**src/rtl/pc_gen_pkg.sv**
```systemverilog
// Shared definitions for the fetch-address generator: FSM encoding, control
// constants and the log2 helper used to size the alignment check.
package pc_gen_pkg;

    typedef enum logic {
        PC_BOOT = 1'b0,
        PC_RUN  = 1'b1
    } pc_state_e;

    localparam logic Branch      = 1'b1;
    localparam logic NoStop      = 1'b0;
    localparam logic ChipEnable  = 1'b1;
    localparam logic ChipDisable = 1'b0;
    localparam logic FlushEnable = 1'b1;

    // Smallest r with 2**r >= n; used at elaboration time only.
    function automatic int unsigned pc_log2(input int unsigned n);
        int unsigned r;
        r = 0;
        for (int i = 0; i < 32; i++) begin
            if ((32'd1 << i) < n) r = i + 1;
        end
        return r;
    endfunction

endpackage

```
**src/rtl/pc_pend_buf.sv**
```systemverilog
// One-entry pending-branch buffer: remembers a branch resolved while fetch is
// stalled so it can be applied once the stall releases.
module pc_pend_buf #(
    parameter int ADDR_W = 32
) (
    input  logic              clk,
    input  logic              rst_n,
    input  logic              set_i,
    input  logic              clr_i,
    input  logic              flush_i,
    input  logic [ADDR_W-1:0] addr_i,
    output logic              valid_o,
    output logic [ADDR_W-1:0] addr_o
);

    logic              valid_q, valid_d;
    logic [ADDR_W-1:0] addr_q,  addr_d;

    // Flush beats set; a new set overwrites an older entry.
    // NOTE: defaults first in always_comb so no path leaves a signal unassigned (no latch).
    always_comb begin
        valid_d = valid_q;
        addr_d  = addr_q;
        if (flush_i) begin
            valid_d = 1'b0;
        end else if (set_i) begin
            valid_d = 1'b1;
            addr_d  = addr_i;
        end else if (clr_i) begin
            valid_d = 1'b0;
        end
    end

    // NOTE: sequential state uses non-blocking assignments so all registers update together.
    always_ff @(posedge clk or negedge rst_n) begin
        if (!rst_n) begin
            valid_q <= 1'b0;
            addr_q  <= '0;
        end else begin
            valid_q <= valid_d;
            addr_q  <= addr_d;
        end
    end

    assign valid_o = valid_q;
    assign addr_o  = addr_q;

endmodule

```
**src/rtl/pc_gen.sv**
```systemverilog
// Fetch-address generator: boots at RESET_PC, then steps sequentially or
// redirects on flush, branch or a buffered branch from a stalled cycle.
module pc_gen
    import pc_gen_pkg::*;
#(
    parameter int              ADDR_W     = 32,
    parameter logic [ADDR_W-1:0] RESET_PC = '0,
    parameter int              INST_BYTES = 4,
    parameter int              STALL_W    = 6
) (
    input  logic               clk,
    input  logic               rst,
    input  logic [STALL_W-1:0] stall,
    input  logic               branch_flag_i,
    input  logic [ADDR_W-1:0]  branch_target_address_i,
    input  logic               flush_i,
    input  logic [ADDR_W-1:0]  new_pc_i,
    output logic               ce,
    output logic [ADDR_W-1:0]  pc,
    output logic               pend_valid_o,
    output logic               misaligned_o
);

    localparam int unsigned AlignBits = pc_log2(INST_BYTES);

    pc_state_e         state_q, state_d;
    logic [ADDR_W-1:0] pc_q, pc_d;
    logic              pend_set, pend_clr, pend_flush;
    logic              pend_valid;
    logic [ADDR_W-1:0] pend_addr;
    logic              fetch_stall;

    assign fetch_stall = stall[0];

    // Only the fetch-stage stall bit matters to this block.
    generate
        if (STALL_W > 1) begin : g_unused_stall
            logic unused_stall;
            assign unused_stall = ^stall[STALL_W-1:1];
        end
    endgenerate

    always_ff @(posedge clk or negedge rst) begin
        if (!rst) state_q <= PC_BOOT;
        else      state_q <= state_d;
    end

    always_comb begin
        state_d = state_q;
        if (state_q == PC_BOOT) state_d = PC_RUN;
    end

    always_comb begin
        ce = (state_q == PC_RUN) ? ChipEnable : ChipDisable;
    end

    // Redirect priority: flush, stall (buffer a branch), live branch, pending branch, step.
    always_comb begin
        pc_d       = pc_q;
        pend_set   = 1'b0;
        pend_clr   = 1'b0;
        pend_flush = 1'b0;
        if (state_q == PC_RUN) begin
            if (flush_i == FlushEnable) begin
                pc_d       = new_pc_i;
                pend_flush = 1'b1;
            end else if (fetch_stall != NoStop) begin
                pend_set = (branch_flag_i == Branch);
            end else if (branch_flag_i == Branch) begin
                pc_d     = branch_target_address_i;
                pend_clr = 1'b1;
            end else if (pend_valid) begin
                pc_d     = pend_addr;
                pend_clr = 1'b1;
            end else begin
                pc_d = pc_q + ADDR_W'(INST_BYTES);
            end
        end
    end

    always_ff @(posedge clk or negedge rst) begin
        if (!rst) pc_q <= RESET_PC;
        else      pc_q <= pc_d;
    end

    pc_pend_buf #(
        .ADDR_W (ADDR_W)
    ) u_pend_buf (
        .clk     (clk),
        .rst_n   (rst),
        .set_i   (pend_set),
        .clr_i   (pend_clr),
        .flush_i (pend_flush),
        .addr_i  (branch_target_address_i),
        .valid_o (pend_valid),
        .addr_o  (pend_addr)
    );

    assign pc           = pc_q;
    assign pend_valid_o = pend_valid;

    generate
        if (AlignBits == 0) begin : g_no_align
            assign misaligned_o = 1'b0;
        end else begin : g_align
            assign misaligned_o = ce & (|pc_q[AlignBits-1:0]);
        end
    endgenerate

endmodule

```
**config.mk**
```make
export PLATFORM = sky130hd
export DESIGN_NAME = pc_gen
export DESIGN_NICKNAME = d
export VERILOG_FILES = /design/src/rtl/pc_gen_pkg.sv /design/src/rtl/pc_pend_buf.sv /design/src/rtl/pc_gen.sv
export SDC_FILE = /design/constraint.sdc
export NUM_CORES = 1
export LEC_CHECK = 0
export ABC_CLOCK_PERIOD_IN_PS = 4200
export CORE_MARGIN = 10
export CORE_UTILIZATION = 30
export CTS_BUF_LIST = sky130_fd_sc_hd__clkbuf_16
export DETAILED_ROUTE_END_ITERATION = 8
export SLEW_MARGIN = 10
export SYNTH_ARGS = -nofsm -noshare
export SYNTH_HDL_FRONTEND = slang
export SYNTH_SLANG_ARGS = --single-unit
```
**constraint.sdc**
```tcl
create_clock -name clk -period 4.2 [get_ports clk]
set_input_delay 0.84 -clock clk [delete_from_list [all_inputs] [get_ports clk]]
set_output_delay 0.84 -clock clk [all_outputs]
set_load 0.01 [all_outputs]
```
==> results of run 1 <==
==> flip-flops by register name, summed over array words and instances, names as in the netlist <==
signal,cells
pc,32
u_pend_buf.addr_o,32
state_q,1
u_pend_buf.valid_o,1
==> metrics by stage <==
stage           util  instance area, um^2
6_report       0.427                 5450
5_1_grt        0.427                 5450
3_5_place_dp   0.403                 5150
4_1_cts        0.427                 5450
3_3_place_gp   0.403                 5150
2_1_floorplan      -                 3960
==> where the power goes <==
group          total (uW)  leakage, uW  internal, uW  switching (uW)
combinational         546      0.00115           300             246
clock                 782     0.000153           508             274
sequential            897     0.000789           759             138
==> Yosys cell counts, types with 3 or more instances <==
cell type and instances:
dfrtp_1 66, and4_1 4, and2_1 3, nand2b_1 12
a311oi_1 3, a221o_1 9, a211oi_1 6, o31ai_1 11
buf_1 4, a32o_1 8, nand4_1 13, nor2_1 34
mux2_2 32, a221oi_1 18, o21ai_0 31, and3_1 7
nor4_1 5, nor3_1 9, o211ai_1 6, inv_1 6
a31oi_1 8, clkbuf_1 28, a21oi_1 11, nand3_1 10
o221ai_1 3, nand2_1 29, o22ai_1 4
==> path summary, 6_finish.rpt <==
| path | to | cells past startpoint |
|---|---|---|
| worst max-delay path | pc[29] | 6 |
| worst min-delay path | u_pend_buf.addr_o[25] | 1 |
| worst max register to register | pc[24] | 6 |
| worst min register to register | u_pend_buf.addr_o[25] | 1 |
| max in group asynchronous | u_pend_buf.addr_o[23] | 2 |
| min in group asynchronous | pc[2] | 1 |
==> area by class of cell <==
cell class / instances / area share
multi-input combinational: 311 / 0.397
sequential: 66 / 0.303
timing repair buffer: 112 / 0.202
clock buffer: 9 / 0.0413
tap: 172 / 0.0395
clock inverter: 6 / 0.0138
inverter: 6 / 0.00413
==> cell families after synthesis <==
kind of cell,after synthesis,share of synthesized area
adders and majority gates,1,0.00316
buffers and inverters,39,0.0373
muxes,34,0.0961
AOI/OAI and AO/OA,132,0.243
other,1,0.000947
and+or+nand+nor,141,0.198
xor gates and xnor gates,2,0.00442
DFF,66,0.417
==> layer usage <==
metal | global-route usage | share of wire | vias to the layer above
li1 | - | - | 1795
met1 | 0.192 | 0.43 | 1979
met2 | 0.256 | 0.49 | 138
met3 | 0.0460 | 0.066 | 12
met4 | 0.0502 | 0.012 | 0
met5 | 0 | 0 | -
==> worst max-delay path, cell delays in order <==
cell and delay (ns):
clkdlybuf4s50_1 0.55, nand2b_1 0.11, nand2_1 0.67, buf_4 0.36
nor3_1 0.09, a211o_1 0.26
==> impl_metrics.env, run 1 <==
export IMPL_status="completed"
export IMPL_dr_pass1_iters=5
export IMPL_row_count=41
export IMPL_layout_min_cycle_time_ns=2.70
export IMPL_yosysWarnings=0
export IMPL_start_kind="input port"
export IMPL_cts_resized=0
export IMPL_gr_total_overflow=0
export IMPL_clk_latency_ns=0.33
export IMPL_n_antenna_cell=0
export IMPL_synth_cell_type_count=55
export IMPL_critPathKind="input port to flop"
export IMPL_synth_edf_count=0
export IMPL_die_y_um=135
export IMPL_finalNetCount=581
export IMPL_cts_inserted_buffers=9
export IMPL_hp_start="u_pend_buf.addr_o[25]"
export IMPL_total_power_uw=2220
export IMPL_end_kind="flop"
export IMPL_cts_max_level=3
export IMPL_clock_skew_ns=0.00508
export IMPL_pre_cts_ws_ns=1.17
export IMPL_cts_num_sinks=66
export IMPL_drt_wl_total_um=14300
export IMPL_drt_iter0_drc=378
export IMPL_regArea_um2=1650
export IMPL_gp_congestion=0.805
export IMPL_timing_final_crit_share=0.642
export IMPL_report_final_hold_viol_count=0
export IMPL_synthTopCellsByArea="dfrtp_1 (42%), mux2_2 (9.1%), a221oi_1 (4.0%)"
export IMPL_setup_viol=0
export IMPL_synthesis_nets=491
export IMPL_root_buffer="clkbuf_16"
export IMPL_antenna_found_initial=0
export IMPL_multi_input_area_um2=2160
export IMPL_clock_path_buffers=2
export IMPL_ir_worst_vdd_uv=214
export IMPL_cp_max_fo=24
export IMPL_synth_top_area_frac=0.417
export IMPL_grt_pass1_vias=4167
export IMPL_slew_violations=0
export IMPL_antenna_left=0
export IMPL_synthFlopType="dfrtp_1"
export IMPL_grt_max_degree=40
export IMPL_layout_common_cells="clkdlybuf4s50_1 (101), dfrtp_1 (66), nor2_1 (34)"
export IMPL_wl_per_cell_um=20.9
export IMPL_drive_gt1_frac=0.133
export IMPL_ys_async_sr_fraction=1.00
export IMPL_mostFrequentLayoutCell="clkdlybuf4s50_1"
export IMPL_hp_class="flop to flop"
export IMPL_cts_tree="yes"
export IMPL_synth_seq_cells=66
export IMPL_grtUsageTotal=0.157
export IMPL_fin_tns_setup_ns=0
export IMPL_dpl_hpwl_um=9890
export IMPL_slew_headroom=0.354
export IMPL_port_buffers=103
export IMPL_r2r_start="pc[2]"
export IMPL_rsz0062_at_grt="no"
export IMPL_initial_core_util=0.310
export IMPL_drv_cap=0
export IMPL_fmax_ghz=0.371
export IMPL_final_cells=682
export IMPL_seq_area_frac_synth=0.417
export IMPL_syn_area_um2=3960
export IMPL_syn_to_final_growth_pct=37.7
export IMPL_coreArea_um2=12800
export IMPL_path_clk_slew_ns=0.05
export IMPL_vias=3924
export IMPL_synth_top_area_cell="dfrtp_1"
export IMPL_grt_pass1_wl_um=22700
export IMPL_cp_arrival_ns=2.91
export IMPL_fp_dieW_um=135
export IMPL_crit_start="stall[0]"
export IMPL_pin_count=109
export IMPL_drc=0
export IMPL_fill_cells=1243
export IMPL_tightest_slew_ns=0.969
export IMPL_pwr_density_cell_nw_per_um2=408
export IMPL_regToRegSetupSlack_ns=1.67
export IMPL_p_leak_uw=0.00209
export IMPL_avgSynthCellArea_um2=9.52
export IMPL_critPathRequiredTime_ns=4.41
export IMPL_dp_cells=667
export IMPL_timing_hold_ws_ns=0.504
export IMPL_cts_hold_buf=0
export IMPL_postSynthCellCount=416
export IMPL_die_area_um2=18200
export IMPL_viasPerCell=5.75
export IMPL_worst_slack_ns=1.50
export IMPL_cts_setup_buffers=0
Power figures use the tool's default switching activity.
==> run 2, diff against run 1 <==
Settings changed: ABC_CLOCK_PERIOD_IN_PS 4200 to 2150.
Clock period 4.2 ns to 2.15 ns, I/O delays scaled along.
==> run 2 against run 1 <==
Die area did not move; first-iteration DRC count rose by 3.2%; cell count rose by 4.5%; clock-buffer cell count did not move; power rose by 88%; clock skew rose by 0.0022 ns; combinational power rose by 110%; core utilization rose by 1.8 points; flip-flop and latch count did not move; non-clock buffer count rose by 31; global-route usage barely moved; critical path type is now flop to output pin; critical endpoint is now misaligned_o.
==> impl_metrics.env, run 2 (synthesis gave the netlist of run 1 again) <==
export IMPL_start_kind="flop"
export IMPL_dr_pass1_iters=4
export IMPL_timing_hold_ws_ns=0.134
export IMPL_port_buffers=103
export IMPL_fp_dieW_um=135
export IMPL_layout_min_cycle_time_ns=2.00
export IMPL_dpl_hpwl_um=10400
export IMPL_drt_wl_total_um=14400
export IMPL_syn_to_final_growth_pct=43.4
export IMPL_die_area_um2=18200
export IMPL_clk_latency_ns=0.33
export IMPL_cts_inserted_buffers=9
export IMPL_grt_pass1_wl_um=22700
export IMPL_cts_hold_buf=0
export IMPL_cts_max_level=3
export IMPL_setup_viol=0
export IMPL_gp_congestion=0.842
export IMPL_crit_path_cell_trace="o21a_1 -> clkdlybuf4s50_1"
export IMPL_pin_count=109
export IMPL_drv_cap=0
export IMPL_finalNetCount=612
export IMPL_die_y_um=135
export IMPL_viasPerCell=5.65
export IMPL_coreArea_um2=12800
export IMPL_report_final_hold_viol_count=0
export IMPL_grt_max_degree=36
export IMPL_cts_tree="yes"
export IMPL_row_count=41
export IMPL_pwr_density_cell_nw_per_um2=736
export IMPL_antenna_left=0
export IMPL_clock_path_buffers=2
export IMPL_tightest_slew_ns=0.701
export IMPL_cp_arrival_ns=1.57
export IMPL_total_power_uw=4180
export IMPL_drc=0
export IMPL_hp_class="input port to async pin"
export IMPL_initial_core_util=0.310
export IMPL_slew_headroom=0.532
export IMPL_gr_total_overflow=0
export IMPL_timing_final_crit_share=0.932
export IMPL_sequentialPowerShare=0.414
export IMPL_slew_violations=0
export IMPL_crit_slowest_cell="dfrtp_1"
export IMPL_fmax_ghz=0.499
export IMPL_critPathKind="flop to output pin"
export IMPL_final_util=0.445
export IMPL_drive_gt1_frac=0.187
export IMPL_drt_iter0_drc=390
export IMPL_grt_pass1_vias=4188
export IMPL_cp_max_fo=11
export IMPL_rsz0062_at_grt="no"
export IMPL_layout_common_cells="clkdlybuf4s50_1 (101), dfrtp_1 (66), buf_4 (36)"
export IMPL_design_area_um2=5680
export IMPL_ir_worst_vdd_uv=348
export IMPL_cpPeakStageDelay_ns=0.54
export IMPL_post_dp_cell_area_um2=5370
export IMPL_antenna_found_initial=0
export IMPL_pre_cts_ws_ns=-0.323
export IMPL_grtUsageTotal=0.156
export IMPL_swShare=0.309
export IMPL_path_clk_slew_ns=0.06
export IMPL_vias=4029
export IMPL_end_kind="output pin"
export IMPL_critPathRequiredTime_ns=1.72
export IMPL_wl_per_cell_um=20.2
export IMPL_status="completed"
export IMPL_clock_skew_ns=0.00730
export IMPL_p_leak_uw=0.00225
export IMPL_clkPwrFrac=0.307
export IMPL_root_buffer="clkbuf_16"
export IMPL_n_antenna_cell=0
export IMPL_p_sw_uw=1290
export IMPL_cts_num_sinks=66
export IMPL_intPower_uw=2890
export IMPL_worst_slack_ns=0.146
export IMPL_combPwrFrac=0.279
export IMPL_mostFrequentLayoutCell="clkdlybuf4s50_1"
## run 2: cell count changes in the layout (fill, tap and decap cells not counted), sizes merged
cell	change
bufinv	-2
buf	+31
inv	-1
clkinv	+3
## run 2: timing repair
action                     in CTS  in global routing
gates resized for setup         2                  2
pin swaps                       0                  1
hold endpoints to repair        0                  0
setup buffers                   0                  5
setup endpoints to repair       2                 21
## run 2: path summary, 6_finish.rpt
path                                 startpoint                   end  slack (ns)  cells after the start
hold reg to reg            u_pend_buf.addr_o[2]  u_pend_buf.addr_o[2]        0.50                      1
setup / recovery                        state_q          misaligned_o        0.15                      2
min in group clk           u_pend_buf.addr_o[2]  u_pend_buf.addr_o[2]        0.50                      1
max in group asynchronous                   rst                pc[21]        1.65                      2
setup reg to reg                         pc[10]                pc[26]        0.15                      7
hold / removal                              rst  u_pend_buf.addr_o[5]        0.13                      2
## run 2: through the flow
step,TNS (ns),cells
detailed placement,-8.60,693
CTS,0,708
floorplan,0,416
finish,0,713
global route,0,713
global placement,-7.18,693
## run 2: cell type report
type / count / area, um^2
Inverter: 6 / 22.5
Timing Repair Buffer: 143 / 1360
Fill cell: 1248 / 7090
Clock buffer: 9 / 225
Tap cell: 172 / 215
Sequential cell: 66 / 1650
Multi-Input combinational cell: 311 / 2180
Clock inverter: 6 / 26.3
## run 2: worst max-delay path, delay by kind of cell (launching register included)
kind	cells	cell delay (ns)
DFF	1	0.54
buffers and inverters	1	0.53
AOI/OAI and AO/OA	1	0.17
## run 2: per-layer routing
metal | global-route usage | up-vias | share of wire
li1 | - | 1865 | -
met1 | 0.194 | 2002 | 0.43
met2 | 0.254 | 140 | 0.48
met3 | 0.0467 | 22 | 0.077
met4 | 0.0484 | 0 | 0.014
met5 | 0 | - | 0
## run 2: power by group through the flow
stage	Sequential [uW]	Combinational [uW]	Clock, uW
2_1_floorplan	1730	517	0
3_3_place_gp	1730	1130	0
4_1_cts	1720	1170	1300
5_1_grt	1770	1270	1370
3_5_place_dp	1740	1160	0
6_report	1730	1170	1280
